File: config.mk
export PLATFORM = sky130hd
export DESIGN_NAME = game_ctrl
export DESIGN_NICKNAME = d
export VERILOG_FILES = /design/src/rtl/game_ctrl.sv
export SDC_FILE = /design/constraint.sdc
export NUM_CORES = 1
export LEC_CHECK = 0
export ABC_AREA = 0
export BUFFER_PORTS_ARGS = -buffer_cell sky130_fd_sc_hd__buf_4
export CAP_MARGIN = 20
export CORE_ASPECT_RATIO = 1.25
export CORE_UTILIZATION = 60
export CTS_CLUSTER_DIAMETER = 150
export DETAILED_ROUTE_END_ITERATION = 12
export PLACE_DENSITY_LB_ADDON = 0.15
export SKIP_CTS_REPAIR_TIMING = 1
export SKIP_LAST_GASP = 1
export SYNTH_ARGS = -nofsm -noshare
export SYNTH_HDL_FRONTEND = slang
export SYNTH_HIERARCHICAL = 1
export SYNTH_SLANG_ARGS = --single-unit
export TNS_END_PERCENT = 1
File: constraint.sdc
create_clock -name clk -period 2.4 [get_ports clk]
set_input_delay 0.12 -clock clk [delete_from_list [all_inputs] [get_ports clk]]
set_output_delay 0.12 -clock clk [all_outputs]
set_load 0.02 [all_outputs]
File: src/rtl/game_ctrl.sv
// game_ctrl: round controller for a paddle/shooter game.
// Debounces the start and pause buttons, sequences IDLE/PLAY/PAUSE/HIT/OVER/WIN,
// tracks remaining lives and issues respawn pulses to the game objects.
// Ports:
//   clk, rst (async, active-low)
//   btn_start, btn_pause : raw asynchronous push-buttons
//   frame_tick           : one-clk move strobe at start of vblank
//   player_hit           : level, high while paddle is broken
//   kills[7:0]           : destroyed enemy count
//   run, respawn, lives[1:0], state[2:0], death, win : registered status outputs

// Button conditioner: 2-flop synchronizer, stability counter, rising-edge press.
module game_ctrl_debounce #(
  parameter int unsigned CYCLES = 4
) (
  input  logic clk,
  input  logic rst,
  input  logic raw,
  output logic press_c
);
  localparam int unsigned CW = $clog2(CYCLES + 1);

  logic [1:0]    sync_q;
  logic          db_q, db_n;
  logic [CW-1:0] cnt_q, cnt_n;

  // Level is accepted once the synchronized input has disagreed for CYCLES cycles.
  always_comb begin
    db_n  = db_q;
    cnt_n = '0;
    if (sync_q[1] != db_q) begin
      if (cnt_q == CW'(CYCLES - 1)) begin
        db_n = sync_q[1];
      end else begin
        cnt_n = cnt_q + CW'(1);
      end
    end
  end

  always_ff @(posedge clk or negedge rst) begin
    if (!rst) begin
      sync_q <= '0;
      db_q   <= 1'b0;
      cnt_q  <= '0;
    end else begin
      sync_q <= {sync_q[0], raw};
      db_q   <= db_n;
      cnt_q  <= cnt_n;
    end
  end

  // Press coincides with the edge on which the debounced level rises.
  assign press_c = db_n & ~db_q;
endmodule

module game_ctrl #(
  parameter int unsigned DEBOUNCE_CYCLES = 1000000,
  parameter int unsigned KILL_TARGET     = 3,
  parameter int unsigned LIVES           = 3,
  parameter int unsigned HIT_HOLD        = 60
) (
  input  logic       clk,
  input  logic       rst,
  input  logic       btn_start,
  input  logic       btn_pause,
  input  logic       frame_tick,
  input  logic       player_hit,
  input  logic [7:0] kills,
  output logic       run,
  output logic       respawn,
  output logic [1:0] lives,
  output logic [2:0] state,
  output logic       death,
  output logic       win
);
  localparam int unsigned HOLD_W = 8;

  typedef enum logic [2:0] {
    S_IDLE  = 3'd0,
    S_PLAY  = 3'd1,
    S_PAUSE = 3'd2,
    S_HIT   = 3'd3,
    S_OVER  = 3'd4,
    S_WIN   = 3'd5
  } state_t;

  state_t            state_q, state_n;
  logic [1:0]        lives_q, lives_n;
  logic [HOLD_W-1:0] hold_q, hold_n;
  logic              hit_d_q;
  logic              respawn_n;
  logic              start_press_c, pause_press_c;
  logic              hit_rise_c;
  logic              kill_win_c;
  logic              hold_done_c;

  game_ctrl_debounce #(.CYCLES(DEBOUNCE_CYCLES)) u_db_start (
    .clk     (clk),
    .rst     (rst),
    .raw     (btn_start),
    .press_c (start_press_c)
  );

  game_ctrl_debounce #(.CYCLES(DEBOUNCE_CYCLES)) u_db_pause (
    .clk     (clk),
    .rst     (rst),
    .raw     (btn_pause),
    .press_c (pause_press_c)
  );

  assign hit_rise_c  = player_hit & ~hit_d_q;
  assign kill_win_c  = 32'(kills) >= KILL_TARGET;
  assign hold_done_c = 32'(hold_q) >= HIT_HOLD;

  // Next-state, lives, hold counter and respawn request.
  always_comb begin
    state_n   = state_q;
    lives_n   = lives_q;
    hold_n    = hold_q;
    respawn_n = 1'b0;
    case (state_q)
      S_IDLE: begin
        if (start_press_c) begin
          lives_n   = 2'(LIVES);
          respawn_n = 1'b1;
          state_n   = S_PLAY;
        end
      end
      S_PLAY: begin
        if (kill_win_c) begin
          state_n = S_WIN;
        end else if (hit_rise_c) begin
          lives_n = (lives_q == 2'd0) ? 2'd0 : lives_q - 2'd1;
          hold_n  = '0;
          state_n = S_HIT;
        end else if (pause_press_c) begin
          state_n = S_PAUSE;
        end
      end
      S_PAUSE: begin
        if (pause_press_c) begin
          state_n = S_PLAY;
        end else if (start_press_c) begin
          state_n = S_IDLE;
        end
      end
      S_HIT: begin
        // Exit is decided from the registered count, one clk after it reaches the hold.
        if (hold_done_c) begin
          if (lives_q == 2'd0) begin
            state_n = S_OVER;
          end else begin
            respawn_n = 1'b1;
            state_n   = S_PLAY;
          end
        end else if (frame_tick) begin
          hold_n = hold_q + HOLD_W'(1);
        end
      end
      S_OVER, S_WIN: begin
        if (start_press_c) begin
          state_n = S_IDLE;
        end
      end
      default: state_n = S_IDLE;
    endcase
  end

  // State and registered outputs; status flags follow the next state so they align with state.
  always_ff @(posedge clk or negedge rst) begin
    if (!rst) begin
      state_q <= S_IDLE;
      lives_q <= 2'd0;
      hold_q  <= '0;
      hit_d_q <= 1'b0;
      run     <= 1'b0;
      respawn <= 1'b0;
      death   <= 1'b0;
      win     <= 1'b0;
    end else begin
      state_q <= state_n;
      lives_q <= lives_n;
      hold_q  <= hold_n;
      hit_d_q <= player_hit;
      run     <= (state_n == S_PLAY);
      respawn <= respawn_n;
      death   <= (state_n == S_OVER);
      win     <= (state_n == S_WIN);
    end
  end

  assign state = state_q;
  assign lives = lives_q;
endmodule

After elaboration in Yosys (flattened, before gate mapping):

Cells that the tools add are included.

* input bits: 14
* logic and storage cells: 81
* flip-flop bits (word level): 64
* output and inout port bits: 9

* add/subtract/negate cells: 4
* bitwise gates (word level): 6
* equality and inequality tests: 17
* mux-type cells: 31
* order comparisons: 2
* reductions and logical operators: 7

Operator list (number)
* two-way mux 20 bit: 4
* adder 20 x 1 -> 20 bit (second input constant): 2
* == test 20 bit (second input constant): 2
* two-way mux 8 bit: 4
* two-way mux 3 bit: 8
* case mux 8 bit (2 select lines): 1
* case mux 3 bit (5 select lines): 1
* == test 3 bit (second input constant): 4
* != test 2 bit (second input constant): 5
* adder 8 x 1 -> 8 bit (second input constant): 1
* >= comparator 8 x 2 -> 1 bit (second input constant): 1
* >= comparator 8 x 6 -> 1 bit (second input constant): 1
* two-way mux 2 bit: 4
* two-way mux 1 bit: 7
* == test 3 x 1 -> 1 bit (second input constant): 2
* == test 3 x 2 -> 1 bit (second input constant): 2
* AND reduction 5 bit: 1
* case mux 2 bit (2 select lines): 1
* AND reduction 4 bit: 1
* nonzero test 2 bit: 2
* bitwise AND 1 bit: 3
* zero test 3 bit: 1
* NOT 1 bit: 3
* zero test 2 bit: 1
* 4 further kinds: 5

Longest topological paths before layout:

Gate-level depths: netlist of the first run.

* depth in word-level cells: 9
* depth in mapped cells: 9
* mapped depth without buffers: 9

By module:

The synthesis of the first run kept the hierarchy.

Modules (own cells, without submodules)
* game_ctrl_debounce: area an instance 1111.1 µm², times used 2, seq. area each 575.6 µm², cells an instance 115
* game_ctrl: area an instance 918.4 µm², times used 1, seq. area each 450.4 µm², cells an instance 86

Least setup slack after synthesis of the first run:

Ideal clock, no wire load.

* path kind: register -> register
* start: register u_db_pause.cnt_q[0]
* end: register win
* required time: 2.258 ns
* clock period less this slack: 2.086 ns
* buffers on the path: 0
* arrival: 1.944 ns
* setup time: 0.142 ns
* setup slack: 0.314 ns
* cell stages (with the launch flop): 10
* cell sequence: dfrtp_1 -> ha_1 -> and2_1 -> nand3_1 -> nor2_1 -> and3b_1 -> nor2_1 -> a311o_1 -> a311oi_2 -> a21boi_0

* word-level cells in the longest chain between the ends: 9
* elaborated cells between the ends (all ways): 10
* those cells by class: eq/ne (2); mux (7); bitwise (1)

Ends and longest elaborated chain
* start, declared: line 25 `logic [CW-1:0] cnt_q, cnt_n;`
* start signal, assigned: line 48 `cnt_q <= cnt_n;`
* == test 20 bit *: line 32 `if (cnt_q == CW'(CYCLES - 1)) begin`
* two-way mux 1 bit *: line 32
* two-way mux 1 bit *: line 31 `if (sync_q[1] != db_q) begin`
* bitwise AND 1 bit *: line 53 `assign press_c = db_n & ~db_q;`
* via pause_press_c: line 92 `logic start_press_c, pause_press_c;`
* two-way mux 3 bit: line 136 `end else if (pause_press_c) begin`
* two-way mux 3 bit: line 132 `end else if (hit_rise_c) begin`
* two-way mux 3 bit: line 130 `if (kill_win_c) begin`
* case mux 3 bit (5 select lines) *: line 121 `case (state_q)`
* == test 3 bit *: line 188 `win <= (state_n == S_WIN);`
* end signal, assigned: line 188
* end, declared: line 74 `output logic win`

Mark *: on every way through the listed nets, which the timed path passes. The rest lies on a longest branch.
A chain may end at the register's enable or synchronous reset.

Worst setup path after layout of the first run:

* start: register u_db_pause.cnt_q[11]
* end: register win

Same word-level chain as after synthesis.

==> results by group, run 1 <==
Outcome
  – Status: complete, no violations

Clocking
  – Clk root buf: clkbuf_8
  – CTS tree: done
  – Htree depth: 3
  – CTS sink count: between 60 and 70
  – CTS Buf Count: 9
  – Clock transition at the registers of the reported paths: roughly 0.070 ns
  – Worst-Skew Late Latency: 0.33 ns
  – Max clock buf depth: 2

Timing
  – Final setup violation count: 0
  – Fin crit period: roughly 2.3 ns
  – Slew Limit Fails: 0
  – Final period utilization: 0.949
  – Hold Vio Cnt, Final: 0
  – Clk_skew: approximately 0.008 ns
  – Slew headroom: 0.477
  – Achievable Freq: around 440 MHz
  – Least-Margin Pin Slew: between 0.7 and 0.8 ns

Synthesis
  – Largest family of logic cells by synthesized area: simple AND/OR/NAND/NOR gates
  – Synth Instances: between 300 and 400
  – Ys async rst share: 1.00
  – Post-Syn Area per Cell: a little under 10 um2
  – Adder-cell share of the synthesized area: 0.0159
  – Post-synthesis mux area share: 0.0104
  – Mapped cell area: 3140 um2
  – Synth Area in Simple Gates: 0.250
  – Largest area contributor in the netlist: dfrtp_1
  – Net Count, Synth: around 330
  – Post-synthesis compound-gate area fraction: 0.113
  – Main flop type after synthesis: dfrtp_1
  – Most frequent cell after synthesis: dfrtp_1
  – Post-synthesis sequential area ratio: 0.510
  – Synth top area cells: dfrtp_1 51%, nor2_1 4.3%, xnor2_1 3.6%
  – Post-synth EDFFs: 0
  – Yosys warning count: 6
  – XOR/XNOR share of the synthesized area: 0.0641
  – Yosys top cell area share: 0.510
  – FF+latch count, synth: 64
  – Post-synth top cells: 64 x dfrtp_1, 36 x nor2_1, 19 x a21oi_1, 19 x nand3_1, 17 x inv_1
  – Synth unique cells: 52

Placed design
  – Port Buf Inserts: 22
  – RePlAce Congestion: approximately 0.8
  – Placed inst area: ~3400 um2
  – Post-DP HPWL: slightly below 4000 um

Cells and area
  – Util after Layout: 0.720
  – Fillers: between 300 and 400
  – P&R area growth vs syn: 15.7%
  – Final nets: 367
  – Finished Cell Area: approximately 3600 um2
  – Antenna cells: 0
  – Share of cells above drive strength 1: 0.186

Floorplanning
  – Rows: 29
  – I/O Pins: 23
  – Die Wd: 66.7 um
  – DIE HEIGHT: ~83 um
  – Core area: roughly 5000 um2
  – Initial core utilization: 0.623
  – Die ar.: around 5500 um2

Detailed routing
  – WL per Instance: 14.3 um
  – Number of DRC markers in iteration 0: 187
  – Final WL: 5940 um
  – DRC Markers: 0
  – Vias per inst: ~6
  – Vias post-DR: roughly 2,400
  – Post-route ant nets: 0
  – Detailed Routing Iterations Pass 1: 6

Critical path
  – Reg2reg start: u_db_pause/cnt_q[11]
  – Arr. time, crit path: around 2.5 ns
  – Worst Reg-to-Reg Cells: 8
  – Setup slack, reg-to-reg: approximately 0.12 ns
  – CP Data Required Time: 2.59 ns
  – Crit Path Max Fanout: 5
  – CP endpoint kind: register
  – Crit path to: win
  – Critical R2R Capture: win
  – Start point of the critical path: u_db_pause/cnt_q[11]
  – CP Launch Type: register
  – Critical setup path kind: reg2reg

GRT
  – Largest net degree at the start of global routing: 65
  – Number of global-route vias before repair: about 2,200
  – GRT Total Usage: 0.236
  – Global route overflow: 0
  – First-pass GRT wire length: 9850 um
  – Initial antenna violation count: 0

Power
  – LEAKAGE: roughly 0.0015 uW
  – Pwr/cell area: ~650 nW/um2
  – Peak VDD IR: roughly 0.00042 V

Worst hold path
  – Hold Crit Class: in2reg

Job
  – Max cap viols: 0
-- cell usage in the layout, fill, tap and decap left out, types with 3 or more instances in the layout --
cell           instances
a21oi_1               19
and2_1                 5
and3_1                 4
buf_4                 30
clkbuf_1               6
clkbuf_8              10
dfrtp_1               63
dlygate4sd3_1          4
ha_1                   3
inv_1                 17
nand2_1               13
nand2b_1               3
nand3_1               19
nand4_1                8
nor2_1                35
nor3_1                 4
nor4_1                 3
o21ai_0               13
o31ai_1                7
or3_1                  4
or3_2                  6
or4_1                 10
xnor2_1               13
xor2_1                10
-- worst min path at each step --
stage	start	endpoint	slack, ns	cells after the start
6_report	kills[2]	state[1]	0.18	4
5_1_grt	kills[7]	state[1]	0.19	4
3_5_place_dp	btn_pause	u_db_pause/sync_q[0]	0.23	1
2_1_floorplan	rst	death	-0.18	0
3_3_place_gp	btn_pause	u_db_pause/sync_q[0]	0.23	1
4_1_cts	btn_pause	u_db_pause/sync_q[0]	-0.12	1
-- logic make-up (layout without fill, tap and decap cells) --
| family | Yosys count | after routing |
|---|---|---|
| xor+xnor | 23 | 23 |
| flops | 64 | 64 |
| compound gates | 56 | 56 |
| mux | 3 | 3 |
| buf+inv | 29 | 67 |
| fa+ha+maj | 4 | 4 |
| simple gates | 137 | 137 |
-- layer usage --
layer  wire length, um  track usage  vias up
met1              2700        0.307     1194
li1                  -            -     1192
met2              2880        0.355       51
met3               236       0.0632        9
met4               114        0.120        0
met5                 0            0        -
-- through the flow --
stage / total power (uW) / instances / hold slack (ns) / setup WS (ns) / TNS (ns)
3_5_place_dp: 1570 / 392 / 0.233 / 0.0618 / 0
4_1_cts: 2350 / 408 / -0.118 / -0.0544 / -0.115
3_3_place_gp: 1570 / 392 / 0.234 / 0.143 / 0
2_1_floorplan: 1440 / 316 / -0.176 / 0.314 / 0
6_report: 2350 / 416 / 0.180 / 0.123 / 0
5_1_grt: 2460 / 416 / 0.190 / -0.0378 / -0.0905
-- area by class of cell --
cell class / instances / area (um2) / area share
clock buffer: 16 / 160 / 0.0441
timing repair buffer: 34 / 265 / 0.0730
multi-input combinational: 223 / 1460 / 0.403
tap: 62 / 77.6 / 0.0213
sequential: 64 / 1600 / 0.441
inverter: 17 / 63.8 / 0.0176
-- critical path, cell delays in order, from the launching register on --
cell and delay, ns:
dfrtp_1 0.43, nor4_2 0.26, nand4_1 0.17, nor2_2 0.16, and3b_2 0.23, nor2_1 0.05
a311o_1 0.32, a311oi_4 0.38, a21boi_0 0.14
-- state kept, by name (all words and copies together) (netlist names), 2 cells and up --
name and cells:
u_db_pause/cnt_q 20, u_db_pause/sync_q 2, state 3, u_db_start/sync_q 2, lives 2, u_db_start/cnt_q 20
hold_q 8
-- power by group --
part	switching, uW	total, uW	internal, uW
registers	98.5	1260	1160
logic	161	317	156
clock network	365	771	406
total	625	2350	1720
Power figures use the tool's default switching activity.
==> run 2, diff against run 1 <==
Settings changed: REMOVE_ABC_BUFFERS from default to 1.
==> run 2 against run 1 <==
  * Sequential power is essentially flat
  * Combinational power is essentially flat
  * Clock-buffer cell count shrank 6
  * Flip-flop and latch count is the same
  * Critical path type unchanged
  * Highest routed layer unchanged
==> results by group, run 2 (same netlist as run 1, synthesis figures left out) <==
Power
  – Power Total: 2720 uW (+16%)
  – Peak VDD IR: 0.000527 V (+25%)
  – P_int: 2040 uW (+18%)
  – Switching power: 685 uW (+9.7%)
  – Pwr/cell area: 735 nW/um2 (+14%)
  – Clk network pwr share: 0.422 (+0.093)
  – LEAKAGE: 0.00156 uW (+2.4%)
  – Sw Ratio: 0.251 (-0.0147)
  – Comb pwr share: 0.115 (-0.020)
  – Sequential share of power: 0.463 (-0.073)

Cells and area
  – Final nets: 366 (-0.27%)
  – Share of cells above drive strength 1: 0.201 (+0.0147)
  – P&R area growth vs syn: 18.0%
  – Commonest non-fill, non-tap cell in the layout: dfrtp_1
  – Antenna cells: 0 (unchanged)
  – Commonest non-fill, non-tap cells in the layout: 63 x dfrtp_1, 35 x nor2_1, 29 x buf_4
  – Biggest regs: u_db_pause/cnt_q (20), u_db_start/cnt_q (20), hold_q (8)
  – Finished Cell Area: 3710 um2 (+2.0%)

Critical path
  – Critical setup path kind: reg2reg
  – CP Data Required Time: 2.67 ns (+0.08 ns)
  – CP endpoint kind: register
  – CP Launch Type: register
  – Arr. time, crit path: 2.57 ns (+0.10 ns)
  – Crit Path Max Fanout: 4 (-1)

Floorplanning
  – I/O Pins: 23 (unchanged)
  – Rows: 29 (unchanged)
  – Initial core utilization: 0.623 (unchanged)
  – Die ar.: 5530 um2 (unchanged)
  – Core area: 5040 um2 (unchanged)
  – DIE HEIGHT: 82.9 um (unchanged)
  – Die Wd: 66.7 um (unchanged)

Detailed routing
  – Post-route ant nets: 0 (unchanged)
  – DRC Markers: 0 (unchanged)
  – Final WL: 6210 um (+4.7%)
  – Number of DRC markers in iteration 0: 95 (-49%)
  – WL per Instance: 15.0 um (+4.9%)
  – Vias per inst: 5.87 (-0.21%)
  – Vias post-DR: 2,435 (-0.45%)
  – Detailed Routing Iterations Pass 1: 4 (-2)

GRT
  – First-pass GRT wire length: 10,000 um (+1.6%)
  – Number of global-route vias before repair: 2,423 (+8.3%)
  – Largest net degree at the start of global routing: 65 (unchanged)
  – Global route overflow: 0 (unchanged)
  – GRT Total Usage: 0.240 (+0.00411)
  – Initial antenna violation count: 0 (unchanged)

Outcome
  – Status: complete, no violations

Clocking
  – Max clock buf depth: 2 (unchanged)
  – CTS Buf Count: 9 (unchanged)
  – CTS sink count: 64 (unchanged)
  – Clock transition at the registers of the reported paths: 0.07 ns (about the same)
  – Clk root buf: clkbuf_8
  – Htree depth: 3 (unchanged)
  – Worst-Skew Late Latency: 0.34 ns (about the same)
  – CTS tree: done

Timing
  – Final period utilization: 0.959 (+0.00978)
  – Hold Vio Cnt, Final: 0 (unchanged)
  – Achievable Freq: 435 MHz (-1.0%)
  – Clk_skew: 0.0102 ns (+0.00224 ns)
  – Slew headroom: 0.469 (-0.00770)
  – Unrepaired setup endpoints after global routing: true
  – Final setup TNS: 0 ns (unchanged)
  – Slew Limit Fails: 0 (unchanged)
  – Fin crit period: 2.30 ns (+0.0235 ns)
  – Least-Margin Pin Slew: 0.796 ns (+0.0115 ns)
  – Final setup violation count: 0 (unchanged)

Placed design
  – Port Buf Inserts: 22 (unchanged)
  – RePlAce Congestion: 0.759 (-7.9%)
  – Placed inst area: 3360 um2 (unchanged)
  – Post-DP HPWL: 4010 um (+3.0%)

Job
  – Max cap viols: 0 (unchanged)

Worst hold path
  – Hold Crit Class: in2reg
[run 2: routing by layer]
| metal | track usage | routed length (um) | part of all wire | up-vias |
|---|---|---|---|---|
| met5 | 0 | 0 | 0 | - |
| met4 | 0.139 | 48 | 0.0077 | 0 |
| met3 | 0.0357 | 197 | 0.032 | 4 |
| met2 | 0.422 | 3320 | 0.53 | 45 |
| met1 | 0.262 | 2650 | 0.43 | 1190 |
| li1 | - | - | - | 1196 |
[run 2: critical path: stages (launching register included)]
cell	delay (ns)
dfrtp_1	0.44
nor4bb_2	0.27
nand4_1	0.16
nor2_2	0.15
and3b_2	0.24
nor2_1	0.05
a311o_1	0.34
a311oi_2	0.39
and3_1	0.20
[run 2: worst paths after layout]
check                                      from                   end  slack, ns  cells after the start
min in group asynchronous                   rst  u_db_pause/cnt_q[17]       0.41                      2
setup reg to reg            u_db_pause/cnt_q[7]                 death        0.1                      8
hold reg to reg            u_db_pause/sync_q[0]  u_db_pause/sync_q[1]       0.35                      0
max in group asynchronous                   rst   u_db_pause/cnt_q[0]       1.42                      2
setup / recovery            u_db_pause/cnt_q[7]                 death        0.1                      8
hold / removal                         kills[2]              state[1]       0.21                      4
[run 2: layout make-up]
type / count / area (um2)
Clock inverter: 6 / 115
Multi-Input combinational cell: 223 / 1450
Fill cell: 353 / 1340
Timing Repair Buffer: 33 / 258
Tap cell: 62 / 77.6
Inverter: 17 / 63.8
Sequential cell: 64 / 1600
Clock buffer: 10 / 138
[run 2: stage by stage]
step / util / instances / worst slack [ns] / hold WS [ns]
5_1_grt: 0.735 / 415 / -0.00176 / 0.223
6_report: 0.735 / 415 / 0.0991 / 0.215
4_1_cts: 0.717 / 408 / 0.0132 / -0.130
3_5_place_dp: 0.667 / 392 / 0.0467 / 0.231
2_1_floorplan: - / 304 / 0.189 / -0.176
3_3_place_gp: 0.667 / 392 / 0.141 / 0.230
[run 2: power groups by stage]
| stage | sequential [uW] | clock, uW | combinational [uW] |
|---|---|---|---|
| 2_1_floorplan | 1290 | 0 | 156 |
| 6_report | 1260 | 1150 | 314 |
| 3_5_place_dp | 1270 | 0 | 303 |
| 5_1_grt | 1270 | 1210 | 347 |
| 3_3_place_gp | 1270 | 0 | 295 |
| 4_1_cts | 1260 | 1170 | 304 |
==> run 3, diff against run 2 <==
Settings changed: ABC_AREA 0 to 1, CORE_UTILIZATION 60 to 61.
==> run 3 against run 2 <==
  * Cell count up 44%
  * Hold slack better by 0.036 ns
  * Combinational power down 73%
  * First-iteration DRC count up 41%
  * Via count up 28%
  * Clock power down 22%
  * Global-route usage up 2.0 points
  * Area after synthesis up 21%
  * Setup slack better by 0.31 ns
  * Largest cell class is now multi-input gates
  * Highest routed layer unchanged
==> results by group, run 3 <==
Floorplanning
  – Die Wd: 72.5 um (+8.7%)
  – Die ar.: 6540 um2 (+18%)
  – Rows: 31 (+6.9%)
  – I/O Pins: 23 (unchanged)
  – Initial core utilization: 0.643 (+0.0208)
  – Core area: 5900 um2 (+17%)
  – DIE HEIGHT: 90.2 um (+8.8%)

Detailed routing
  – Post-route ant nets: 0 (unchanged)
  – Vias per inst: 5.24 (-11%)
  – Vias post-DR: 3,124 (+28%)
  – Final WL: 7670 um (+24%)
  – WL per Instance: 12.9 um (-14%)
  – Detailed Routing Iterations Pass 1: 5 (+1)
  – DRC Markers: 0 (unchanged)
  – Number of DRC markers in iteration 0: 134 (+41%)

GRT
  – Global route overflow: 0 (unchanged)
  – Number of global-route vias before repair: 3,001 (+24%)
  – Met3 Use GR: 0.0348 (-0.000961)
  – Met2 usage: 0.465 (+0.0425)
  – Largest net degree at the start of global routing: 65 (unchanged)
  – First-pass GRT wire length: 13,100 um (+31%)
  – GR Util met1: 0.305 (+0.0421)
  – Gr busiest metal: met2
  – GRT Total Usage: 0.260 (+0.0203)
  – Initial antenna violation count: 0 (unchanged)

Synthesis
  – Main flop type after synthesis: dfrtp_1
  – Post-synthesis sequential area ratio: 0.422 (-0.0878)
  – Synth unique cells: 28 (-46%)
  – Mapped cell area: 3790 um2 (+21%)
  – Post-Syn Area per Cell: 8.04 um2 (-19%)
  – Ys async rst share: 1.00 (unchanged)
  – Largest area contributor in the netlist: dfrtp_1
  – Synth Instances: 472 (+49%)
  – FF+latch count, synth: 64 (unchanged)
  – Most frequent cell after synthesis: nand2_1
  – Yosys top cell area share: 0.422 (-0.0878)
  – Post-synth top cells: 95 x nand2_1, 90 x nor2_1, 64 x dfrtp_1, 49 x inv_1, 40 x nand3_1
  – Post-synth EDFFs: 0 (unchanged)
  – Synth top area cells: dfrtp_1 42%, nand2_1 9.4%, nor2_1 8.9%
  – Yosys warning count: 6 (unchanged)

Critical path
  – CP Buf/Inv Count: 1 (+1)
  – Top cell by count, worst path: nand2_1
  – Start point of the critical path: u_db_start/cnt_q[0]
  – Arr. time, crit path: 2.27 ns (-0.30 ns)
  – CP Data Required Time: 2.67 ns (about the same)
  – Worst path slowest cell: dfrtp_1
  – Crit Path Max Fanout: 6 (+2)
  – Largest stage delay on the critical path: 0.37 ns (-0.07 ns)
  – CP endpoint kind: register
  – Setup slack, reg-to-reg: 0.41 ns (+0.31 ns)
  – Critical setup path kind: reg2reg
  – Crit path to: lives[0]
  – Worst Reg-to-Reg Cells: 13 (+5)
  – Stages on worst setup path: 13 (+5)
  – Family with the most delay on the worst path: simple AND/OR/NAND/NOR gates
  – Critical R2R Capture: lives[0]
  – CP Launch Type: register
  – Cell-by-cell trace of the critical path: ha_1, nand3_2, nor2_4, nand3_2, nor3_1, inv_1, nor2_1, nand2_2, nand2_1, nand2_1, nor2_1, nand2_1, nand3_1
  – Reg2reg start: u_db_start/cnt_q[0]

Cells and area
  – Share of cells above drive strength 1: 0.216 (+0.0148)
  – Util after Layout: 0.728 (-0.00734)
  – Final nets: 527 (+44%)
  – P&R area growth vs syn: 13.1%
  – Biggest regs: u_db_pause/cnt_q (20), u_db_start/cnt_q (20), hold_q (8)
  – Commonest non-fill, non-tap cell in the layout: nand2_1
  – Commonest non-fill, non-tap cells in the layout: 95 x nand2_1, 90 x nor2_1, 64 x dfrtp_1
  – Fillers: 484 (+37%)
  – Antenna cells: 0 (unchanged)

Placed design
  – Setup WS pre-CTS: 0.386 ns (+0.339 ns)
  – Post-DP HPWL: 5590 um (+40%)
  – Port Buf Inserts: 22 (unchanged)
  – RePlAce Congestion: 0.882 (+16%)

Worst hold path
  – Critical hold path startpoint: frame_tick
  – Hold Crit Class: in2reg

Timing
  – Fin crit period: 1.99 ns (-0.307 ns)
  – PnR worst setup slack: 0.406 ns (+0.307 ns)
  – Least-Margin Pin Slew: 0.797 ns (+0.000635 ns)
  – Slew headroom: 0.469 (about the same)
  – Final setup TNS: 0 ns (unchanged)
  – Final setup violation count: 0 (unchanged)
  – Hold Vio Cnt, Final: 0 (unchanged)
  – Unrepaired setup endpoints after global routing: false
  – Achievable Freq: 502 MHz (+15%)
  – Final period utilization: 0.831 (-0.128)
  – Slew Limit Fails: 0 (unchanged)
  – Clk_skew: 0.00715 ns (-0.00309 ns)

Clocking
  – CTS Buf Count: 9 (unchanged)
  – CTS tree: done
  – Max clock buf depth: 2 (unchanged)
  – Clk root buf: clkbuf_8
  – Worst-Skew Late Latency: 0.34 ns (about the same)
  – Clock transition at the registers of the reported paths: 0.07 ns (about the same)
  – Htree depth: 3 (unchanged)
  – CTS sink count: 64 (unchanged)

Power
  – LEAKAGE: 0.00224 uW (+44%)
  – Peak VDD IR: 0.000458 V (-13%)
  – Pwr/cell area: 485 nW/um2 (-34%)

Outcome
  – Status: complete, no violations

Job
  – Max cap viols: 0 (unchanged)
-- run 3: worst register-to-register path, cell delays in order, from the launching register on --
cell     delay, ns
dfrtp_1       0.37
ha_1          0.22
nand3_2       0.15
nor2_4        0.16
nand3_2       0.14
nor3_1        0.15
inv_1         0.09
nor2_1        0.12
nand2_2       0.11
nand2_1       0.09
nand2_1       0.06
nor2_1        0.14
nand2_1       0.08
nand3_1       0.07
-- run 3: where the power goes --
part / leakage, uW / switching [uW] / internal (uW) / total [uW]
registers: 0.000862 / 9.06 / 1090 / 1100
clock network: 0.0000973 / 415 / 480 / 895
logic: 0.00128 / 53.1 / 30.9 / 84.0
-- run 3: cells by family after synthesis --
group | after synthesis | share of synthesized area
AO/OA/AOI/OAI | 22 | 0.0366
XOR/XNOR | 24 | 0.0594
adder cells (fa/ha/maj) | 4 | 0.0132
buffers and inverters | 58 | 0.0574
flip-flops | 64 | 0.422
AND/OR/NAND/NOR | 300 | 0.411
-- run 3: final cells by class --
type,count,area [um2],area share
Inverter,58,218,0.0507
Sequential cell,64,1600,0.373
Clock inverter,5,57.6,0.0134
Multi-Input combinational cell,350,1970,0.460
Tap cell,82,103,0.0239
Timing Repair Buffer,26,205,0.0478
Clock buffer,11,131,0.0306
-- run 3: stage by stage --
step / instance area [um2] / hold slack [ns] / power [uW] / cells
after global placement: 4060 / 0.230 / 1200 / 576
after CTS: 4250 / -0.127 / 2100 / 592
after floorplan: 3790 / -0.176 / 1150 / 472
final: 4290 / 0.251 / 2080 / 596
after detailed placement: 4060 / 0.230 / 1200 / 576
after global routing: 4290 / 0.256 / 2170 / 596
-- run 3: how the worst min path moves through the flow --
stage | end | slack [ns] | cells after the start
CTS | u_db_pause/sync_q[0] | -0.13 | 1
global route | hold_q[0] | 0.26 | 5
floorplan | death | -0.18 | 0
global placement | u_db_pause/sync_q[0] | 0.23 | 1
finish | hold_q[1] | 0.25 | 5
detailed placement | u_db_start/sync_q[0] | 0.23 | 1
-- run 3: metal layers --
layer | up-vias | part of all wire
li1 | 1550 | -
met1 | 1502 | 0.42
met2 | 58 | 0.54
met3 | 14 | 0.022
met4 | 0 | 0.020
met5 | - | 0
